[config.mk]
export PLATFORM = sky130hd
export DESIGN_NAME = imem_responder
export DESIGN_NICKNAME = d
export VERILOG_FILES = /design/src/rtl/imem_pkg.sv /design/src/rtl/imem_array.sv /design/src/rtl/imem_responder.sv
export SDC_FILE = /design/constraint.sdc
export NUM_CORES = 2
export LEC_CHECK = 0
export BUFFER_PORTS_ARGS = -buffer_cell sky130_fd_sc_hd__buf_4
export CORE_AREA = 2 2 613 615
export CTS_BUF_LIST = sky130_fd_sc_hd__clkbuf_16
export DETAILED_ROUTE_END_ITERATION = 16
export DIE_AREA = 0 0 615 617
export PLACE_DENSITY_LB_ADDON = 0.2
export SYNTH_ARGS = -nofsm -noshare
export SYNTH_HDL_FRONTEND = slang
export SYNTH_SLANG_ARGS = --single-unit
[constraint.sdc]
create_clock -name clk -period 2.4 [get_ports clk]
set_clock_uncertainty 0.2 [all_clocks]
set_input_delay 0.12 -clock clk [delete_from_list [all_inputs] [get_ports clk]]
set_output_delay 0.12 -clock clk [all_outputs]
set_load 0.03 [all_outputs]
[src/rtl/imem_pkg.sv]
// Shared types and constants for the instruction-memory responder.
package imem_pkg;

  localparam int unsigned WordWidth      = 16;
  localparam int unsigned DefaultLatency = 2;
  // LATENCY is limited to 1..15, so the countdown only needs 4 bits.
  localparam int unsigned CntWidth       = 4;

  typedef enum logic [1:0] {
    StIdle,
    StWait,
    StResp
  } state_e;

endpackage

[src/rtl/imem_array.sv]
// Word storage: synchronous write port, combinational read port, no reset.
module imem_array
  import imem_pkg::*;
#(
  parameter int unsigned AddrWidth = 8
) (
  input  logic                 clk_i,
  input  logic                 we_i,
  input  logic [AddrWidth-1:0] waddr_i,
  input  logic [WordWidth-1:0] wdata_i,
  input  logic [AddrWidth-1:0] raddr_i,
  output logic [WordWidth-1:0] rdata_o
);

  localparam int unsigned Depth = 1 << AddrWidth;

  logic [WordWidth-1:0] mem_q [Depth];

  always_ff @(posedge clk_i) begin
    if (we_i) begin
      mem_q[waddr_i] <= wdata_i;
    end
  end

  assign rdata_o = mem_q[raddr_i];

endmodule

[src/rtl/imem_responder.sv]
// Fixed-latency instruction fetch responder: accepts a request, stalls fetch while the
// countdown runs, then pulses done with the captured word (or zero on a misaligned address).
module imem_responder
  import imem_pkg::*;
#(
  parameter int unsigned LATENCY    = DefaultLatency,
  parameter int unsigned DEPTH_LOG2 = 8
) (
  input  logic                  clk,
  input  logic                  rst,
  input  logic                  req,
  input  logic [15:0]           addr,
  output logic                  stall,
  output logic                  done,
  output logic [WordWidth-1:0]  data_out,
  output logic                  err,
  input  logic                  ld_en,
  input  logic [DEPTH_LOG2-1:0] ld_addr,
  input  logic [WordWidth-1:0]  ld_data
);

  localparam logic [CntWidth-1:0] CntInit = CntWidth'(LATENCY - 1);

  state_e                state_q, state_d;
  logic [CntWidth-1:0]   cnt_q, cnt_d;
  logic [WordWidth-1:0]  word_q, word_d;
  logic                  err_q, err_d;
  logic [WordWidth-1:0]  dout_q;
  logic                  accept;
  logic [DEPTH_LOG2-1:0] rd_idx;
  logic [WordWidth-1:0]  rd_word;
  logic                  unused_addr;

  // Byte address -> word index; bits above the array depth wrap.
  assign rd_idx      = addr[DEPTH_LOG2:1];
  assign unused_addr = ^addr;

  imem_array #(
    .AddrWidth (DEPTH_LOG2)
  ) u_imem_array (
    .clk_i   (clk),
    .we_i    (ld_en),
    .waddr_i (ld_addr),
    .wdata_i (ld_data),
    .raddr_i (rd_idx),
    .rdata_o (rd_word)
  );

  always_comb begin
    state_d = state_q;
    cnt_d   = cnt_q;
    word_d  = word_q;
    err_d   = err_q;
    accept  = req && ((state_q == StIdle) || (state_q == StResp));

    unique case (state_q)
      StIdle: ;
      StWait: begin
        cnt_d = cnt_q - 1'b1;
        if (cnt_q == CntWidth'(1)) begin
          state_d = StResp;
        end
      end
      StResp:  state_d = StIdle;
      default: state_d = StIdle;
    endcase

    // Word is captured at acceptance, so later loads cannot disturb it (read-before-write).
    if (accept) begin
      word_d  = rd_word;
      err_d   = addr[0];
      cnt_d   = CntInit;
      state_d = (CntInit == '0) ? StResp : StWait;
    end
  end

  always_comb begin
    done     = (state_q == StResp);
    stall    = (state_q == StWait);
    err      = done & err_q;
    data_out = done ? (err_q ? '0 : word_q) : dout_q;
  end

  always_ff @(posedge clk or negedge rst) begin
    if (!rst) begin
      state_q <= StIdle;
      cnt_q   <= '0;
      word_q  <= '0;
      err_q   <= 1'b0;
      dout_q  <= '0;
    end else begin
      state_q <= state_d;
      cnt_q   <= cnt_d;
      word_q  <= word_d;
      err_q   <= err_d;
      dout_q  <= data_out;
    end
  end

endmodule

**Yosys cells after proc, flatten, opt, wreduce, memory -nomap -nowiden**

Memory sizes are Yosys's and may differ from the RTL's. A register that Yosys moved wholly into a read port is not among the register bits.
Cells that the tools add are included.

- Register bits: 23
- Logic and storage cells: 27
- Memories kept: 1
- Memory bits (writable): 4096

- Multiplexer cells: 9
- Bitwise operators: 1
- $add $sub $neg: 1
- Equal/unequal tests: 5
- Reduce and logical (&&, ||, !) cells: 6

Memories:

| name | depth | width | rd ports | clocked after Yosys merged registers in | wr ports | RTL line | RTL |
|---|---|---|---|---|---|---|---|
| u_imem_array.mem_q | 256 | 16 | 1 | 1 | 1 | imem_array.sv:17 | `logic [WordWidth-1:0] mem_q [Depth];` |

Operators with widths:

| kind | number |
|---|---|
| $mux W16 | 2 |
| $mux W4 | 2 |
| $eq A4 B1 Y1 const B | 1 |
| $mux W2 | 2 |
| $pmux W2 S2 | 1 |
| $sub A4 B1 Y4 const B | 1 |
| $ne A3 B1 Y1 const B | 1 |
| $eq A2 B1 Y1 const B | 1 |
| $eq A2 B2 Y1 const B | 1 |
| $logic_not A2 Y1 | 1 |
| $mux W1 | 2 |
| $ne A2 B2 Y1 const B | 1 |
| $reduce_and A2 Y1 | 1 |
| $reduce_bool A2 Y1 | 1 |
| $and A1 B1 Y1 | 1 |
| $logic_and A1 B1 Y1 | 1 |
| $logic_not A1 Y1 | 1 |
| $logic_or A1 B1 Y1 | 1 |

**Logic depth before layout (Yosys ltp)**

- Word-level depth: 5
- Gate-level depth with buffers: 13
- Depth with buffers taken out: 7

**Hierarchy**

A second synthesis with hierarchy kept.

- Cells, all modules: 7514
- Area total of the unflattened synthesis: 160028.5 µm²

By module, submodules not included:

| module | times used | area an instance (µm²) | sequential area each (µm²) | cells an instance |
|---|---|---|---|---|
| imem_array | 1 | 158394.4 | 122998.0 | 7344 |
| imem_responder | 1 | 1634.1 | 975.9 | 170 |

**Worst setup path before layout**

No wires, ideal clock.

- Kind: input -> register
- Start point: in ld_addr[0]
- End point: mem u_imem_array.mem_q[237][0], enable pin
- Stages: 6
- Buffers on the path: 3
- Required time: 1.812 ns
- Slack: -0.085 ns
- Data arrival time: 1.897 ns
- Cells stage by stage: clkbuf_1 -> nor2b_1 -> clkbuf_1 -> nand4_1 -> clkbuf_1 -> nor2_1

RTL lines:

| item | RTL line | RTL |
|---|---|---|
| start, declared | imem_responder.sv:18 | `input logic [DEPTH_LOG2-1:0] ld_addr,` |
| end, declared | imem_array.sv:17 |  |

Straight into the memory's write port.

**Worst setup path after layout**

- Start point: reg state_q[0]
- End point: out data_out[11]

- Word-level cells in the longest chain between the ends: 2

Ends and longest elaborated chain:

| item | RTL line | RTL |
|---|---|---|
| start, declared | imem_responder.sv:24 | `state_e state_q, state_d;` |
| start signal, assigned | imem_responder.sv:86 | `state_q <= StIdle;` |
| start signal, assigned | imem_responder.sv:92 | `state_q <= state_d;` |
| $eq A2 B2 Y1 | imem_responder.sv:78 | `done = (state_q == StResp);` |
| $mux W16 | imem_responder.sv:81 | `data_out = done ? (err_q ? '0 : word_q) : dout_q;` |
| end, declared | imem_responder.sv:15 | `output logic [WordWidth-1:0] data_out,` |

No other way between the ends.

==> flow_metrics.tcl <==
set metrics [dict create \
    status "finished, violations left" \
    failed_checks "setup timing" \
    crit_path_start "state_q[0]" \
    grt.overflow.total 0 \
    clk_path_buf_depth 4 \
    fin_crit_sh_pct 106 \
    drtIter0Drc 10600 \
    routed_wl_mm 467 \
    layout-drive-gt1-share_pct 31.3 \
    dieArea_um2 379000 \
    synth-seq-cells 4135 \
    regToRegStartpoint "u_imem_array.mem_q[207][8]" \
    power_density_nw_per_um2 806 \
    wire_per_inst_um 32.8 \
    stdcell_count 14200 \
    syn_avg_cell_area_um2 21.0 \
    routed_via_density 5.92 \
    cts_tree "yes" \
    required_ps 2080 \
    synthCells 7608 \
    cp-end-kind "primary output" \
    synth_area_um2 160000 \
    htree_levels 5 \
    cp_max_fo 8 \
    final_nets 8929 \
    numCtsBuffers 423 \
    worst_ep_arrival_time_ps 2230 \
    synth_flop_cell "edfxtp_1" \
    slew_headroom_pct 31.5 \
    grt_pass1_vias 82900 \
    grt_util_all_layers_pct 24.1 \
    critPathKind "reg2out" \
    synth_common_cells "4,096 x edfxtp_1, 702 x mux4_2, 581 x mux2i_1" \
    yosys_warnings 0 \
    drtAntennaViolNets 0 \
    grtUsageMet3_pct 3.60 \
    postLayoutCoreUtil_pct 51.6 \
    p_leak_nw 63.2 \
    ys_async_sr_fraction_pct 0.943 \
    synth_edf_count 4096 \
    grt_max_degree 89 \
    rsz0062_at_grt "yes" \
    clk_pin_slew_ps 60 \
    io_pins 63 \
    rows 225 \
    start_util_pct 42.8 \
    fmax_ghz 0.392 \
    dr_total_vias 84200 \
    die_w_um 615 \
    coreArea_um2 374000 \
    clk_latency_ps 1020 \
    first_pass_iters 6 \
    drv_cap 0 \
    setup_ws_ps -152 \
    area_growth_syn_to_layout_pct 20.7 \
    route.detailed.drc 0 \
    synth.top_cell.area_share_pct 77.0 \
    max_slew.worst_pin.slew_ps 1020 \
    place_inst 13400 \
    slew_viol_final 0 \
    hold_start "ld_data[15]" \
    period_needed_ps 2550 \
    synth_area_leader_cell "edfxtp_1" \
    syn_nets 7654 \
    ys_types 64 \
    gr-max-usage-layer "met2" \
    synth_most_common_cell "edfxtp_1" \
    start_kind "register" \
    synthTopCellsByArea "edfxtp_1 77%, mux4_2 9.9%, mux2i_1 3.6%" \
    io_buffers 55 \
    die_h_um 617 \
    yosysSeqAreaShare_pct 77.6 \
    setup_viol 28 \
    root_buffer "clkbuf_16" \
    hold_viol_final 0 \
    antenna_found_initial 20 \
    met1_usage_pct 35.0 \
    hpwl_mm 298 \
    hold_path_class "in2reg" \
    irDropWorstVdd_uv 647 \
    grt_first_pass_wirelength_mm 650 \
    gp_congestion 0.869 \
    clock-sinks 4135 \
    met2_usage_pct 38.7 \
]
## worst max-delay path: stages, from the launching register on
cell	delay, ps
dfrtp_1	400
buf_6	120
nand2b_4	180
clkbuf_16	200
o21ai_4	160
buf_6	150
## path summary, 6_finish.rpt
path	endpoint	slack, ps	cells after the start
max	data_out[11]	-150	5
min	u_imem_array.mem_q[59][15]	40	2
max reg2reg	word_q[8]	-100	8
min reg2reg	dout_q[14]	280	2
max in group asynchronous	word_q[0]	1230	5
min in group asynchronous	state_q[0]	510	5
## sequential cells by signal, indices dropped and copies added (netlist names)
register / cells
u_imem_array.mem_q: 4096
dout_q: 16
word_q: 16
cnt_q: 4
state_q: 2
err_q: 1
## logic make-up after synthesis
kind of cell | after synthesis | synth area share (%)
AO/OA/AOI/OAI | 857 | 3.74
adder cells (fa/ha/maj) | 2 | 0.0157
buffers and inverters | 468 | 2.05
flip-flops | 4135 | 77.6
multiplexers | 1347 | 14.4
AND/OR/NAND/NOR | 799 | 2.25
## final cells by class
class | count | area, um^2
Inverter | 10 | 42.5
Multi-Input combinational cell | 3005 | 34800
Antenna cell | 5 | 12.5
Timing Repair Buffer | 1308 | 14200
Sequential cell | 4135 | 124000
Clock inverter | 349 | 3000
Clock buffer | 425 | 10600
Tap cell | 4994 | 6250
Fill cell | 29200 | 181000
## report_power, final
group | switching (mW) | internal [mW] | leakage (nW) | total, mW
sequential | 0.553 | 79.7 | 37.3 | 80.3
combinational | 6.59 | 4.20 | 18.9 | 10.8
clock | 27.8 | 36.6 | 6.98 | 64.5
total | 35.0 | 121 | 63.2 | 156
## per-stage QoR
step | instance area, um^2 | power, mW | hold slack [ps] | TNS [ps] | worst slack, ps
final | 193000 | 156 | 38.6 | -2730 | -152
after global placement | 176000 | 91.3 | -34.1 | -20430 | -1850
after floorplan | 160000 | 85.9 | -376 | -117370 | -85.1
after global routing | 193000 | 160 | 7.62 | -4760 | -234
after CTS | 192000 | 156 | 1.09 | -3710 | -185
after detailed placement | 176000 | 91.5 | -26.2 | -19130 | -1780
## placed cells by master, fill, tap and decap left out, types with 80 or more instances in the layout
cell	instances
buf_12	305
a22oi_1	111
mux4_2	707
nor2_1	274
nor2_2	80
clkinv_1	96
a21oi_1	86
clkinv_2	90
o221ai_1	109
o22ai_1	190
clkbuf_16	427
edfxtp_1	4096
inv_1	87
mux2i_1	574
buf_4	888
nand2_1	148
## per-layer routing
| layer | vias up | wire, um |
|---|---|---|
| li1 | 34600 | - |
| met1 | 45400 | 196000 |
| met5 | - | 8 |
| met3 | 571 | 36100 |
| met2 | 3725 | 223000 |
| met4 | 2 | 11600 |
## timing repair
| item | 4_1_cts | 5_1_grt |
|---|---|---|
| cloned | 2 | 2 |
| hold buffers | 60 | 1 |
| pin swaps | 74 | 62 |
| gates resized for setup | 337 | 97 |
| buffers inserted | 7 | 3 |
| setup endpoints to repair | 34 | 66 |
| hold endpoints to repair | 7699 | 4 |
No activity file was read; power rests on OpenSTA's default activity.
